===== src/rtl/inst_loader_pkg.sv =====
// Shared types for the instruction memory loader.
package inst_loader_pkg;

  typedef enum logic [2:0] {
    StIdle,
    StLoad,
    StFlush,
    StDone,
    StErr
  } state_e;

endpackage


===== src/rtl/inst_loader.sv =====
// Instruction memory loader: streams words into a contiguous instruction memory region.
// Optional running checksum output enabled by INST_LOADER_CHECKSUM_EN.
module inst_loader
  import inst_loader_pkg::*;
#(
  parameter int unsigned RegAddrWidth = 32,
  parameter int unsigned InstMemDepth = 128
) (
  input  logic                    clk_i,
  input  logic                    rst_ni,
  input  logic                    clr_i,
  input  logic                    cfg_start_i,
  input  logic [RegAddrWidth-1:0] cfg_base_addr_i,
  input  logic [RegAddrWidth-1:0] cfg_len_i,
  input  logic                    core_busy_i,
  input  logic [RegAddrWidth-1:0] s_data_i,
  input  logic                    s_valid_i,
  output logic                    s_ready_o,
  output logic [RegAddrWidth-1:0] inst_wr_addr_o,
  output logic [RegAddrWidth-1:0] inst_wr_data_o,
  output logic                    inst_wr_en_o,
  output logic                    busy_o,
  output logic                    done_o,
  output logic                    err_o,
  output logic [RegAddrWidth-1:0] count_o
`ifdef INST_LOADER_CHECKSUM_EN
  ,
  output logic [RegAddrWidth-1:0] checksum_o
`endif
);

  localparam int unsigned InstMemAddrWidth = $clog2(InstMemDepth);
  localparam logic [RegAddrWidth:0] DepthExt = (RegAddrWidth + 1)'(InstMemDepth);
  localparam logic [RegAddrWidth-1:0] OneW = RegAddrWidth'(1);

  state_e                      state_q, state_d;
  logic [InstMemAddrWidth-1:0] base_q, base_d;
  logic [InstMemAddrWidth-1:0] wr_addr_q, wr_addr_d;
  logic [RegAddrWidth-1:0]     len_q, len_d;
  logic [RegAddrWidth-1:0]     count_q, count_d;
  logic [RegAddrWidth-1:0]     wr_data_q, wr_data_d;
  logic                        wr_en_q, wr_en_d;
  logic [RegAddrWidth:0]       end_addr;
  logic                        hs;
`ifdef INST_LOADER_CHECKSUM_EN
  logic [RegAddrWidth-1:0]     checksum_q, checksum_d;
`endif

  // One extra bit so the bound check cannot wrap.
  assign end_addr = {1'b0, cfg_base_addr_i} + {1'b0, cfg_len_i};

  assign s_ready_o = (state_q == StLoad) && !core_busy_i;
  assign hs        = s_valid_i && s_ready_o;

  always_comb begin
    state_d   = state_q;
    base_d    = base_q;
    len_d     = len_q;
    count_d   = count_q;
    wr_addr_d = wr_addr_q;
    wr_data_d = wr_data_q;
    wr_en_d   = 1'b0;
`ifdef INST_LOADER_CHECKSUM_EN
    checksum_d = checksum_q;
`endif
    if (clr_i) begin
      state_d = StIdle;
      count_d = '0;
`ifdef INST_LOADER_CHECKSUM_EN
      checksum_d = '0;
`endif
    end else begin
      unique case (state_q)
        StIdle, StDone, StErr: begin
          if (cfg_start_i) begin
            count_d = '0;
            base_d  = cfg_base_addr_i[InstMemAddrWidth-1:0];
            len_d   = cfg_len_i;
`ifdef INST_LOADER_CHECKSUM_EN
            checksum_d = '0;
`endif
            if (core_busy_i || (end_addr > DepthExt)) begin
              state_d = StErr;
            end else if (cfg_len_i == '0) begin
              state_d = StDone;
            end else begin
              state_d = StLoad;
            end
          end
        end
        StLoad: begin
          if (hs) begin
            wr_en_d   = 1'b1;
            wr_addr_d = base_q + count_q[InstMemAddrWidth-1:0];
            wr_data_d = s_data_i;
            count_d   = count_q + OneW;
`ifdef INST_LOADER_CHECKSUM_EN
            checksum_d = checksum_q + s_data_i;
`endif
            if (count_d == len_q) begin
              state_d = StFlush;
            end
          end
        end
        // The final write pulse is issued from the registered stage during this state.
        StFlush: state_d = StDone;
        default: state_d = StIdle;
      endcase
    end
  end

  always_ff @(posedge clk_i or negedge rst_ni) begin
    if (!rst_ni) begin
      state_q   <= StIdle;
      base_q    <= '0;
      len_q     <= '0;
      count_q   <= '0;
      wr_addr_q <= '0;
      wr_data_q <= '0;
      wr_en_q   <= 1'b0;
`ifdef INST_LOADER_CHECKSUM_EN
      checksum_q <= '0;
`endif
    end else begin
      state_q   <= state_d;
      base_q    <= base_d;
      len_q     <= len_d;
      count_q   <= count_d;
      wr_addr_q <= wr_addr_d;
      wr_data_q <= wr_data_d;
      wr_en_q   <= wr_en_d;
`ifdef INST_LOADER_CHECKSUM_EN
      checksum_q <= checksum_d;
`endif
    end
  end

  assign inst_wr_addr_o = {{(RegAddrWidth - InstMemAddrWidth){1'b0}}, wr_addr_q};
  assign inst_wr_data_o = wr_data_q;
  assign inst_wr_en_o   = wr_en_q;
  assign busy_o         = (state_q == StLoad) || (state_q == StFlush);
  assign done_o         = (state_q == StDone);
  assign err_o          = (state_q == StErr);
  assign count_o        = count_q;
`ifdef INST_LOADER_CHECKSUM_EN
  assign checksum_o     = checksum_q;
`endif

endmodule


===== config.mk =====
export PLATFORM = sky130hd
export DESIGN_NAME = inst_loader
export DESIGN_NICKNAME = d
export VERILOG_FILES = /design/src/rtl/inst_loader_pkg.sv /design/src/rtl/inst_loader.sv
export SDC_FILE = /design/constraint.sdc
export NUM_CORES = 1
export LEC_CHECK = 0
export BUFFER_PORTS_ARGS = -buffer_cell sky130_fd_sc_hd__buf_2
export CAP_MARGIN = 20
export CORE_MARGIN = 2
export CORE_UTILIZATION = 59
export CTS_CLUSTER_DIAMETER = 150
export DETAILED_ROUTE_END_ITERATION = 10
export MAX_ROUTING_LAYER = met4
export PLACE_DENSITY = 0.87
export SLEW_MARGIN = 30
export SYNTH_ARGS = -nofsm -noshare
export SYNTH_HDL_FRONTEND = slang
export SYNTH_SLANG_ARGS = --single-unit

===== constraint.sdc =====
create_clock -name clk_i -period 10 [get_ports clk_i]
set_input_delay 0.5 -clock clk_i [delete_from_list [all_inputs] [get_ports clk_i]]
set_output_delay 0.5 -clock clk_i [all_outputs]
set_load 0.02 [all_outputs]

==> results of run 1 <==
## area by class of cell
cell class                      instances  area, µm²  area share, %
Antenna cell                            1       2.50         0.0252
Timing Repair Buffer                  182        926           9.33
Multi-Input combinational cell        835       5250           52.9
Clock inverter                         14        176           1.78
Clock buffer                           18        439           4.42
Tap cell                              180        225           2.27
Inverter                               14       52.6          0.529
Sequential cell                       114       2850           28.7
## registers in the layout, summed over array words and instances (netlist names)
signal / flops
base_q: 7
count_o: 32
state_q: 3
inst_wr_en_o: 1
wr_addr_q: 7
inst_wr_data_o: 32
len_q: 32
## layer usage
metal	GRT usage (%)	vias to the layer above	wire length (µm)
li1	-	3929	-
met1	48.1	4089	11100
met2	55.3	485	12400
met3	7.05	79	2400
met4	12.4	0	981
met5	-	-	0
## logic make-up (layout without fill, tap and decap cells)
| family | count (synthesis) | in the layout | share of synthesized area (%) |
|---|---|---|---|
| AND/OR/NAND/NOR | 419 | 419 | 24.1 |
| multiplexers | 45 | 45 | 5.90 |
| other | 1 | 26 | 0.0443 |
| AO/OA/AOI/OAI | 242 | 242 | 18.0 |
| XOR/XNOR | 63 | 63 | 6.52 |
| adder cells (fa/ha/maj) | 41 | 41 | 6.24 |
| buffers and inverters | 93 | 228 | 5.46 |
| flip-flops | 114 | 114 | 33.7 |
## through the flow
step	area, µm²	hold WS [ns]	power (mW)	utilization [%]	setup WS (ns)
detailed placement	9300	0.456	0.825	66.8	5.08
floorplan	8550	0.204	0.728	-	5.92
finish	9930	0.132	1.46	71.2	4.89
global route	9930	0.196	1.52	71.2	4.59
global placement	9300	0.452	0.820	66.8	5.33
CTS	9920	0.149	1.46	71.2	4.95
## power breakdown
part	switching [mW]	total, mW	internal, mW
combinational	0.189	0.312	0.123
clock	0.232	0.633	0.402
sequential	0.0287	0.519	0.490
## cell usage in the layout, fill, tap and decap left out, types with 14 or more instances in the layout
cell type	Yosys	layout
nand3_1	21	21
conb_1	1	25
nand2_1	175	175
xor2_1	22	22
dfrtp_1	114	114
buf_2	6	176
mux2_2	38	38
nor4_1	24	23
o21ai_0	79	79
nand4_1	17	17
xnor2_1	41	41
clkbuf_16	0	17
a21oi_1	52	52
ha_1	39	39
nor2_1	73	73
nor3_1	29	29
inv_1	14	14
o31ai_1	15	15
## path summary, 6_finish.rpt
path	start	to	slack (ns)
max in group asynchronous	rst_ni	len_q[22]	8.66
worst min-delay path	rst_ni	inst_wr_data_o[10]	0.13
worst max-delay path	count_o[1]	base_q[0]	4.89
worst min register to register	inst_wr_data_o[4]	inst_wr_data_o[4]	0.47
min in group clk_i	s_data_i[30]	inst_wr_data_o[30]	0.27
worst max register to register	count_o[1]	base_q[0]	4.89
==> results.json, run 1 <==
{
  "rsz0062_at_grt": "no",
  "synth_enable_flop_cells": 0,
  "rows": 43,
  "grt_max_degree": 90,
  "synthArstFlopShare_pct": 100,
  "synth_most_common_cell": "nand2_1",
  "clock_skew_ns": 0.00823,
  "io_pins": 203,
  "fp.dieH_um": 124,
  "synth_top_area_share_pct": 33.7,
  "die-width_um": 124,
  "numCtsBuffers": 17,
  "drive_gt1_share_pct": 23.1,
  "htree_levels": 4,
  "cts_tree": "yes",
  "min_period_ns": 5.11,
  "path_cells": "ha_1 -> nand3_1 -> or2_2 -> nor4_1 -> mux2_2 -> or4_1 -> nor4_1 -> a31oi_1 -> nor3_4 -> buf_4 -> mux2_2",
  "drv_cap": 0,
  "critical-path-top-delay-family": "simple AND/OR/NAND/NOR gates",
  "areaGrowthSynthToFinish_pct": 17.4,
  "overflow": 0,
  "insertion_delay_ns": 0.42,
  "drt_pass1_iterations": 6,
  "powerDensity_nw_per_um2": 147,
  "dp_hpwl_um": 19400,
  "synth_cells": 1018,
  "gp_congestion": 0.996,
  "path_depth": 11,
  "p_leak_nw": 4.71,
  "yosys-top-cells-area": "dfrtp_1 34%, nand2_1 7.8%, ha_1 5.8%, mux2_2 5.1%, o21ai_0 4.7%",
  "min_path_type": "input pin to asynchronous set/reset pin",
  "dieArea_um2": 15300,
  "crit_path_end_kind": "register",
  "cp_max_fo": 30,
  "clock_path_buffers": 2,
  "drv_slew": 0,
  "fmax_mhz": 196,
  "groute.usage.overall_pct": 36.1,
  "antenna_found_initial": 1,
  "netlist-cell-type-count": 72,
  "ys_seq_area_share_pct": 33.7,
  "drt-total-wl_um": 26900,
  "dpl.cell_count": 1325,
  "relSlewSlack_pct": 33.2,
  "worst_pin_slew_ns": 0.976,
  "fillCellCount": 1092,
  "finalSetupViolCount": 0,
  "path_clk_slew_ns": 0.06,
  "ctsHoldBuffers": 0,
  "post_drt_via_cell_ratio": 6.32,
  "grt_pass1_wl_um": 41200,
  "yosysWarnings": 0,
  "initial_core_util_pct": 60.7,
  "critPathBufInv": 1,
  "netlist_top_cells_count": "175 x nand2_1, 114 x dfrtp_1, 79 x o21ai_0",
  "fin_tns_setup_ns": 0,
  "drtAntennaViolNets": 0,
  "critPathMaxStageDelay_ns": 0.59,
  "hold_violations": 0,
  "stdcell_count": 1358,
  "numPortBuffers": 177,
  "cts_setup_buffers": 0,
  "status": "finished, final reports clean",
  "synth_area_um2": 8460,
  "period_share_pct": 51.1,
  "coreArea_um2": 13900,
  "synth_flop_cell": "dfrtp_1",
  "route.vias.total": 8582,
  "cts_resized": 0,
  "synth_area_leader_cell": "dfrtp_1",
  "synth-seq-cells": 114,
  "cts_root_buf": "clkbuf_16",
  "detail_route.wl_per_cell_um": 19.8,
  "critPathKind": "register to register",
  "required_ns": 10.30,
  "critPathLaunchType": "register",
  "syn_avg_cell_area_um2": 8.31,
  "arrival_ns": 5.40,
  "ir_worst_vdd_mv": 0.126,
  "drt_iter0_drc": 1022,
  "final_net_count": 1307,
  "reg2regPathDepth": 11,
  "clock-sinks": 114,
  "cp_slowest_cell": "nor3_4",
  "grt_pass1_vias": 7740,
  "drc": 0
}
No activity file was read; power rests on OpenSTA's default activity.
==> inputs of run 2 (changes only) <==
CORE_UTILIZATION = 55   (was 59)
PLACE_DENSITY = 0.82   (was 0.87)
clock period = 4.8 ns   (was 10 ns; I/O delays follow)
==> results.json, run 2 (synthesis gave the netlist of run 1 again) <==
{
  "status": "finished, final reports clean",
  "cts_root_buf": "clkbuf_16",
  "arrival_ns": 4.69,
  "initial_core_util_pct": 56.1,
  "path_cells": "nand4_4 -> or3_4 -> nor4_1 -> mux2_2 -> or4_1 -> nor4_1 -> a31oi_1 -> nor3_4 -> buf_4 -> mux2_2",
  "stdcell_area_um2": 9920,
  "min_path_type": "input pin to register",
  "post_drt_via_cell_ratio": 6.19,
  "path_depth": 10,
  "rsz0062_at_grt": "no",
  "crit_path_end_kind": "register",
  "antenna_found_initial": 0,
  "final_cell_mix": "176 x buf_2, 175 x nand2_1, 114 x dfrtp_1",
  "fmax_mhz": 228,
  "die-width_um": 128,
  "dieArea_um2": 16400,
  "drive_gt1_share_pct": 23.2,
  "overflow": 0,
  "dp_hpwl_um": 19100,
  "r2r_setup_slack_ns": 0.41,
  "drt_pass1_iterations": 6,
  "reg2regPathDepth": 10,
  "cts_setup_buffers": 0,
  "fillCellCount": 1294,
  "placed_area_um2": 9340,
  "path_clk_slew_ns": 0.06,
  "clock_skew_ns": 0.0102,
  "numPortBuffers": 177,
  "detail_route.wl_per_cell_um": 18.9,
  "cp_max_fo": 31,
  "clock-sinks": 114,
  "final_net_count": 1313,
  "hold_end": "inst_wr_data_o[1]",
  "grt_pass1_vias": 7858,
  "critical-path-top-delay-family": "simple AND/OR/NAND/NOR gates",
  "critPathKind": "register to register",
  "worst_pin_slew_ns": 0.992,
  "grt_pass1_wl_um": 40400,
  "htree_levels": 4,
  "cp_slowest_cell": "dfrtp_1",
  "areaGrowthSynthToFinish_pct": 17.3,
  "hold_path_depth": 3,
  "ir_worst_vdd_mv": 0.265,
  "rows": 45,
  "numCtsBuffers": 17,
  "holdWs_ns": 0.00806,
  "cts_tree": "yes",
  "powerDensity_nw_per_um2": 295,
  "min_period_ns": 4.39,
  "clock_path_buffers": 2,
  "drv_slew": 0,
  "required_ns": 5.10,
  "insertion_delay_ns": 0.42,
  "finalSetupViolCount": 0,
  "drv_cap": 0,
  "critPathLaunchType": "register",
  "reg2reg_from": "count_o[6]",
  "diodes": 0,
  "route.vias.total": 8485,
  "min_from": "s_data_i[1]",
  "io_pins": 203,
  "drt_iter0_drc": 868,
  "fp.dieH_um": 128,
  "gp_congestion": 0.990,
  "period_share_pct": 91.4,
  "fin_tns_setup_ns": 0,
  "r2r-end": "base_q[0]",
  "critPathMaxStageDelay_ns": 0.61,
  "grt_max_degree": 90,
  "drt-total-wl_um": 25900,
  "p_leak_nw": 4.71,
  "groute.usage.overall_pct": 32.3,
  "hold_violations": 0,
  "drtAntennaViolNets": 0,
  "drc": 0,
  "critPathBufInv": 1,
  "coreArea_um2": 15100,
  "relSlewSlack_pct": 32.2,
  "final_common_cell": "buf_2"
}
-- run 2: cell count changes in the layout (fill, tap and decap cells not counted), sizes merged --
cell and change:
clkbuf -1, clkinv +2, bufinv -2, inv -1, diode -1, dlygate4sd3 +2, buf +4, clkinvlp +1
-- run 2: metrics by stage --
stage / util (%) / setup slack (ns) / power, mW / instances
floorplan: - / 0.723 / 1.52 / 1042
global placement: 61.9 / 0.705 / 1.70 / 1337
detailed placement: 61.9 / 0.510 / 1.71 / 1337
CTS: 65.7 / 0.466 / 2.92 / 1370
global route: 65.7 / 0.0674 / 3.04 / 1370
finish: 65.7 / 0.411 / 2.93 / 1370
-- run 2: final cells by class --
type                            count  area (µm²)  area share, %
Clock inverter                     14         133           1.34
Multi-Input combinational cell    835        5250           52.9
Clock buffer                       17         425           4.29
Sequential cell                   114        2850           28.8
Inverter                           14        52.6          0.530
Tap cell                          188         235           2.37
Timing Repair Buffer              188         976           9.84
-- run 2: where the power goes --
group	switching (mW)	total (mW)	internal [mW]
registers	0.0545	1.08	1.02
logic	0.384	0.642	0.258
clock network	0.495	1.21	0.714
-- run 2: metal layers --
metal	vias to the layer above	part of all wire (%)	global-route usage, %	wire (µm)
met5	-	0	-	0
met4	0	3.3	13.3	855
met3	67	8.3	5.51	2150
met2	452	46	50.1	12000
met1	4031	42	42.4	10900
li1	3935	-	-	-
-- run 2: worst max-delay path by stage --
| stage | start | to | slack, ns |
|---|---|---|---|
| global route | count_o[0] | base_q[0] | 0.07 |
| finish | count_o[6] | base_q[0] | 0.41 |
| CTS | count_o[6] | base_q[0] | 0.47 |
| global placement | count_o[6] | base_q[2] | 0.71 |
| floorplan | count_o[0] | base_q[0] | 0.72 |
| detailed placement | count_o[6] | base_q[2] | 0.51 |
-- run 2: worst register-to-register path, stage by stage (launching register included) --
cell     delay (ns)
dfrtp_1        0.61
nand4_4        0.22
or3_4          0.41
nor4_1         0.45
mux2_2         0.40
or4_1          0.52
nor4_1         0.35
a31oi_1        0.31
nor3_4         0.20
buf_4          0.38
mux2_2         0.43
-- run 2: repair_timing --
item,CTS,global route
gates resized for setup,0,0
hold buffers,2,0
endpoints found under the hold margin,63,0
==> inputs of run 3 (changes only) <==
MAX_ROUTING_LAYER = unset   (was met4)
==> results.json, run 3 (synthesis gave the netlist of run 1 again) <==
{
  "drive_gt1_share_pct": 23.1,
  "drt_pass1_iterations": 5,
  "detail_route.wl_per_cell_um": 18.5,
  "gp_congestion": 0.986,
  "relSlewSlack_pct": 37.2,
  "holdWs_ns": 0.0105,
  "post-place-ws_ns": 0.517,
  "diodes": 0,
  "htree_levels": 4,
  "overflow": 0,
  "cts_resized": 0,
  "drv_cap": 0,
  "p_leak_nw": 4.70,
  "numCtsBuffers": 17,
  "grt_pass1_vias": 7655,
  "required_ns": 5.10,
  "critPathBufInv": 1,
  "finalPower_mw": 2.97,
  "r2r_setup_slack_ns": 0.45,
  "numPortBuffers": 177,
  "final_common_cell": "buf_2",
  "areaGrowthSynthToFinish_pct": 17.6,
  "critical-path-top-delay-family": "simple AND/OR/NAND/NOR gates",
  "coreArea_um2": 15100,
  "grt_pass1_wl_um": 39500,
  "clock-sinks": 114,
  "dp_hpwl_um": 18800,
  "arrival_ns": 4.64,
  "drt_iter0_drc": 728,
  "stdcell_count": 1369,
  "cts_setup_buffers": 0,
  "min_path_type": "input pin to register",
  "drt-total-wl_um": 25400,
  "powerDensity_nw_per_um2": 298,
  "cts_root_buf": "clkbuf_16",
  "reg2regPathDepth": 10,
  "post_drt_via_cell_ratio": 6.07,
  "p_sw_mw": 0.899,
  "min_from": "s_data_i[19]",
  "cp_slowest_cell": "dfrtp_1",
  "hold_path_depth": 3,
  "p_sw_share_pct": 30.3,
  "period_share_pct": 90.5,
  "postLayoutCoreUtil_pct": 65.9,
  "route.vias.total": 8310,
  "fmax_mhz": 230,
  "ctsHoldBuffers": 1,
  "die-width_um": 128,
  "seq_power_share_pct": 36.2,
  "path_depth": 10,
  "finalSetupViolCount": 0,
  "worst_pin_slew_ns": 0.918,
  "fp.dieH_um": 128,
  "grt_max_degree": 90,
  "dieArea_um2": 16400,
  "final_cell_mix": "176 x buf_2, 175 x nand2_1, 114 x dfrtp_1",
  "comb_power_share_pct": 21.6,
  "dpl.cell_count": 1337,
  "rsz0062_at_grt": "no",
  "drc": 0,
  "fin_tns_setup_ns": 0,
  "crit_path_end_kind": "register",
  "critPathMaxStageDelay_ns": 0.59,
  "placed_area_um2": 9350,
  "groute.usage.overall_pct": 30.9,
  "final_net_count": 1312,
  "internal_power_mw": 2.07,
  "clock_path_buffers": 2,
  "stdcell_area_um2": 9940,
  "rows": 45,
  "antenna_found_initial": 0,
  "ir_worst_vdd_mv": 0.249,
  "io_pins": 203,
  "status": "finished, final reports clean",
  "insertion_delay_ns": 0.42,
  "r2r-end": "len_q[1]",
  "reg2reg_from": "count_o[6]",
  "critPathKind": "register to register",
  "drv_slew": 0,
  "path_clk_slew_ns": 0.06,
  "cp_max_fo": 31,
  "cts_tree": "yes",
  "clkPwrFrac_pct": 42.2,
  "hold_violations": 0,
  "path_cells": "nand4_4 -> or3_4 -> nor4_1 -> mux2_2 -> or4_1 -> nor4_1 -> a31oi_1 -> nor3_4 -> buf_4 -> mux2_2",
  "min_period_ns": 4.35,
  "final.setup.worst_slack_ns": 0.455,
  "initial_core_util_pct": 56.1,
  "drtAntennaViolNets": 0,
  "clock_skew_ns": 0.00873,
  "critPathLaunchType": "register",
  "hold_end": "inst_wr_data_o[19]"
}
[run 3: cell count changes in the layout (fill, tap and decap cells not counted)]
cell | previous run | this run
inv_6 | 4 | 2
buf_6 | 0 | 1
buf_4 | 10 | 9
clkinv_2 | 2 | 0
clkinv_4 | 4 | 0
dlygate4sd3_1 | 2 | 1
bufinv_16 | 1 | 2
clkinvlp_4 | 3 | 7
clkbuf_8 | 0 | 2
clkbuf_1 | 0 | 1
[run 3: worst reg2reg max path: stages (launching register included)]
cell and delay [ns]:
dfrtp_1 0.59, nand4_4 0.22, or3_4 0.41, nor4_1 0.47, mux2_2 0.39, or4_1 0.51, nor4_1 0.37, a31oi_1 0.29
nor3_4 0.20, buf_4 0.38, mux2_2 0.41
[run 3: area by class of cell]
cell class	instances	area, µm²
multi-input cells	835	5250
fillers	1266	5150
flip-flops and latches	114	2850
inverters	14	52.6
repair buffers	187	970
clock buffers	20	457
well taps	188	235
clock inverters	11	130
[run 3: how the worst max path moves through the flow]
stage	start	endpoint	slack (ns)
3_3_place_gp	count_o[6]	base_q[0]	0.71
2_1_floorplan	count_o[0]	base_q[0]	0.72
4_1_cts	count_o[6]	len_q[1]	0.49
6_report	count_o[6]	len_q[1]	0.45
3_5_place_dp	count_o[6]	base_q[2]	0.52
5_1_grt	count_o[6]	len_q[5]	0.16
[run 3: layer usage]
metal / global-route usage [%] / part of all wire [%]
met3: 7.72 / 9.7
met1: 41.0 / 42
met5: 0 / 0
met4: 13.0 / 3.7
met2: 48.3 / 45
[run 3: power groups by stage]
stage	combinational [mW]	clock [mW]	sequential [mW]
after floorplan	0.430	0	1.09
after global placement	0.614	0	1.09
after detailed placement	0.620	0	1.09
after CTS	0.627	1.26	1.08
after global routing	0.696	1.31	1.08
final	0.640	1.25	1.08
